`src/rtl/roteamento_rr.sv`:
```
// M-channel to one registered output router, manual SEL or round-robin select.
// Optional per-channel accept counters behind ROTEAMENTO_CNT_EN.
module roteamento_rr #(
  parameter int N  = 4,
  parameter int M  = 4,
  parameter int SW = $clog2(M)
) (
  input  logic            clk,
  input  logic            rst_n,
  input  logic [M*N-1:0]  in_data,
  input  logic [M-1:0]    in_valid,
  output logic [M-1:0]    in_ready,
  input  logic            mode,
  input  logic [SW-1:0]   SEL,
  output logic [N-1:0]    Saida,
  output logic            out_valid,
  input  logic            out_ready,
  output logic [SW-1:0]   out_chan
`ifdef ROTEAMENTO_CNT_EN
  ,
  output logic [M*16-1:0] grant_count
`endif
);

  logic [SW-1:0] ptr;
  logic [SW-1:0] gidx;
  logic          found;
  logic [M-1:0]  grant;
  logic          can_accept;
  logic          xfer;
  logic [N-1:0]  wdata;
  int            idx;

  assign can_accept = !out_valid || out_ready;

  // Round-robin scan starts just past the last RR winner
  always_comb begin
    found = 1'b0;
    gidx  = '0;
    idx   = 0;
    grant = '0;
    if (mode) begin
      for (int k = 1; k <= M; k++) begin
        idx = (int'(ptr) + k) % M;
        if (!found && in_valid[SW'(idx)]) begin
          found = 1'b1;
          gidx  = SW'(idx);
        end
      end
    end else if (int'(SEL) < M) begin
      if (in_valid[SEL]) begin
        found = 1'b1;
        gidx  = SEL;
      end
    end
    if (found) grant[gidx] = 1'b1;
  end

  assign in_ready = grant & {M{can_accept & rst_n}};
  assign xfer     = |(in_valid & in_ready);
  assign wdata    = in_data[int'(gidx)*N +: N];

  always_ff @(posedge clk or negedge rst_n) begin
    if (!rst_n) begin
      Saida     <= '0;
      out_valid <= 1'b0;
      out_chan  <= '0;
      ptr       <= SW'(M - 1);
    end else if (xfer) begin
      Saida     <= wdata;
      out_chan  <= gidx;
      out_valid <= 1'b1;
      if (mode) ptr <= gidx;
    end else if (out_ready) begin
      out_valid <= 1'b0;
    end
  end

`ifdef ROTEAMENTO_CNT_EN
  always_ff @(posedge clk or negedge rst_n) begin
    if (!rst_n) begin
      grant_count <= '0;
    end else if (xfer) begin
      for (int i = 0; i < M; i++) begin
        if (gidx == SW'(i) &&
            grant_count[i*16 +: 16] != 16'hFFFF)
          grant_count[i*16 +: 16] <=
            grant_count[i*16 +: 16] + 16'd1;
      end
    end
  end
`endif

endmodule

```
`config.mk`:
```
export PLATFORM = sky130hd
export DESIGN_NAME = roteamento_rr
export DESIGN_NICKNAME = d
export VERILOG_FILES = /design/src/rtl/roteamento_rr.sv
export SDC_FILE = /design/constraint.sdc
export NUM_CORES = 1
export LEC_CHECK = 0
export CELL_PAD_IN_SITES_DETAIL_PLACEMENT = 2
export CELL_PAD_IN_SITES_GLOBAL_PLACEMENT = 2
export CORE_MARGIN = 2
export CORE_UTILIZATION = 21
export DETAILED_ROUTE_END_ITERATION = 12
export GPL_ROUTABILITY_DRIVEN = 0
export PLACE_DENSITY = 0.74
export SYNTH_ARGS = -nofsm -noshare
export SYNTH_HDL_FRONTEND = slang
export SYNTH_SLANG_ARGS = --single-unit
```
`constraint.sdc`:
```
create_clock -name clk -period 2.4 [get_ports clk]
set_clock_uncertainty 0.15 [all_clocks]
set_input_delay 0.36 -clock clk [delete_from_list [all_inputs] [get_ports clk]]
set_output_delay 0.36 -clock clk [all_outputs]
set_load 0.02 [all_outputs]
```
==> results.toml <==
[detailed_routing]
drt_pass1_iterations = 3
ant_nets = 0
wl_per_cell_um = 14.1
first_iter_violations = 13
vias = 820
wl_mm = 2.53
vias_per_cell = 4.56
drc_errors = 0

[clocking]
cts_buffers = 3
clk_transition_reported_paths_ns = 0.06
clk_latency_ns = 0.26
cts_tree = "yes"
cts.sinks = 9
root_buffer = "clkbuf_4"
clk_path_buf_depth = 2
cts.htree.levels = 1
hold_buffers = 0

[pwr]
swShare = 0.375
p_comb_frac = 0.559
power_leakage_nw = 0.554
power.density_nw_per_um2 = 633
switchingPower_mw = 0.297
p_seq_frac = 0.297
power.internal_mw = 0.495
clkPwrFrac = 0.144
vdd_drop_max_uv = 318

[final_layout]
drive_above_1_share = 0.306
fin_cells = 180
antennaDiodeCount = 0
multi_input_area_um2 = 460
areaGrowthSynthToFinish_pct = 78.1
regArea_um2 = 228
nNetsFinal = 161
nFillCells = 376
fin_area_um2 = 1250

[yosys]
muxShareOfSynthArea = 0.160
ys_seq_area_frac = 0.324
yosys.area.top_type = "dfrtp_1"
synthAdderAreaFrac = 0
synth_simple_gate_area_share = 0.217
yosys_warnings = 0
synth.distinct_cells = 28
syn-num-nets = 105
avgSynthCellArea_um2 = 8.90
synth_seq_cells = 9
synth_xor_area_frac = 0
yosysTopAreaCellShare = 0.249
synth-compound-area-share = 0.247
syn-cell-area_um2 = 703
synth_area_leaders = "dfrtp_1 (25%), mux2i_1 (13%), nand2_1 (8.0%)"
syn_inst = 79
synth_top_family_by_area = "compound AO/OA/AOI/OAI gates"

[critical_path]
crit_fanout = 5
worstSetupEndpointType = "output port"
crit_type = "reg2out"
cp-start-kind = "flip-flop"
cp.arrival_ns = 1.84
cp.required_ns = 1.89
r2r_slack_ns = 0.13

[global_route]
grt_pass1_vias = 840
grt_use_total = 0.145
busiest_layer = "met2"
use_met2 = 0.274
grt_start_max_net_pins = 11
grt-ovfl-total = 0
grt_pass1_wl_mm = 3.97
met1_usage = 0.158
globalRouteMet3Util = 0.0393
antenna_found_initial = 0

[floorplanning]
initial_core_util = 0.214
die_area_um2 = 3830
fp-row-count = 21
core_area_um2 = 3280
die_x_um = 61.9
ios = 37
die_h_um = 61.9

[job]
maxCapViolCount = 0

[sta]
finalCriticalPeriod_ns = 2.35
finalSetupViolCount = 0
final-hold-violation-count = 0
rsz0062_at_grt = "yes"
slew_headroom = 0.787
fmax_mhz = 426
drv_slew = 0
period_share = 0.978
worst_pin_slew_ns = 0.320

[placement]
port_buffers = 36
dp_hpwl_mm = 2.11
dp_cells = 174
place_area_um2 = 1210

[run_status]
status = "completed"

[hold_path]
hold_path.class = "in2async"
cells in the mapped netlist, drive strengths merged:
| cell type | count |
|---|---|
| nor2 | 4 |
| and3 | 1 |
| a22oi | 1 |
| a221oi | 1 |
| nor2b | 1 |
| dfrtp | 7 |
| or2 | 2 |
| inv | 3 |
| a211oi | 1 |
| o221ai | 4 |
| nand2b | 4 |
| and2b | 1 |
| a21oi | 2 |
| o21ai | 11 |
| dfstp | 2 |
| mux2i | 9 |
| nor4 | 1 |
| o211ai | 2 |
| nand2 | 15 |
| buf | 2 |
| nor3 | 3 |
| mux2 | 2 |
power by group through the flow:
stage                     Sequential (mW)  Combinational [mW]  Clock, mW
after floorplan                     0.277               0.179          0
after global placement              0.234               0.418          0
after detailed placement            0.236               0.434          0
after CTS                           0.236               0.434      0.120
after global routing                0.243               0.484      0.132
final                               0.235               0.443      0.114
registers in the layout, summed over array words and instances, names as in the netlist:
| signal | flops |
|---|---|
| Saida | 4 |
| ptr | 2 |
| out_chan | 2 |
| out_valid | 1 |
stage by stage:
stage	TNS, ns	hold slack [ns]	utilization	setup WS [ns]	power, mW
3_3_place_gp	-3.44	0.322	0.370	-0.577	0.652
3_5_place_dp	-4.22	0.324	0.370	-0.657	0.670
5_1_grt	-0.113	0.260	0.381	-0.0685	0.859
4_1_cts	0	0.261	0.376	0.00847	0.789
6_report	0	0.257	0.381	0.0523	0.792
2_1_floorplan	0	-0.0856	-	0.145	0.456
repair_timing:
action                     in CTS  in global routing
setup endpoints to repair       9                  4
pin swaps                       1                  6
gates resized for setup        29                  6
buffers inserted                0                  2
gates cloned                    0                  0
kinds of logic after synthesis:
group / after synthesis
mux: 11
simple gates: 32
flops: 9
buf+inv: 5
compound gates: 22
path summary, 6_finish.rpt:
check                      cells after the start     endpoint        start
max                                            6  in_ready[1]       ptr[0]
min                                            2     Saida[2]        rst_n
max reg2reg                                    8     Saida[1]       ptr[0]
min reg2reg                                    2  out_chan[1]  out_chan[1]
max in group asynchronous                      2       ptr[0]        rst_n
min in group clk                               2  out_chan[1]  out_chan[1]
cells in the final DEF (no fill, tap or decap):
cell / count
clkdlybuf4s50_1: 26
buf_4: 19
nand2_1: 13
mux2i_1: 9
dfrtp_1: 7
o21ai_0: 7
dlygate4sd2_1: 5
nand2b_1: 4
o21ai_1: 3
nor2_1: 3
o221ai_1: 3
clkbuf_4: 3
inv_2: 2
nand2_2: 2
a21oi_1: 2
or2_1: 2
nor3_1: 2
buf_2: 2
dfstp_2: 2
a221oi_2: 1
and2b_4: 1
nor2b_2: 1
nor2_2: 1
a22oi_1: 1
nor4_2: 1
mux2_1: 1
o211ai_4: 1
and3_1: 1
inv_1: 1
o21ai_2: 1
a211oi_2: 1
mux2_2: 1
nor3_2: 1
o221ai_2: 1
o211ai_1: 1
clkbuf_1: 1
dlymetal6s2s_1: 1
per-layer routing:
layer	vias to the layer above	wire, um
met1	392	1040
met5	-	0
met4	0	0
met2	28	1320
li1	400	-
met3	0	169
worst max-delay path, stage by stage (launching register included):
cell and delay (ns):
dfstp_2 0.58, and2b_4 0.22, o21ai_2 0.12, a211oi_2 0.11
or2_1 0.25, nor3_1 0.13, buf_2 0.19
cell type report:
| cell class | instances | share of cell area |
|---|---|---|
| clock buffers | 4 | 0.0210 |
| inverters | 3 | 0.00899 |
| multi-input cells | 65 | 0.368 |
| flip-flops and latches | 9 | 0.182 |
| well taps | 46 | 0.0460 |
| repair buffers | 53 | 0.375 |
Note: power is estimated with default switching activity, not from simulation.
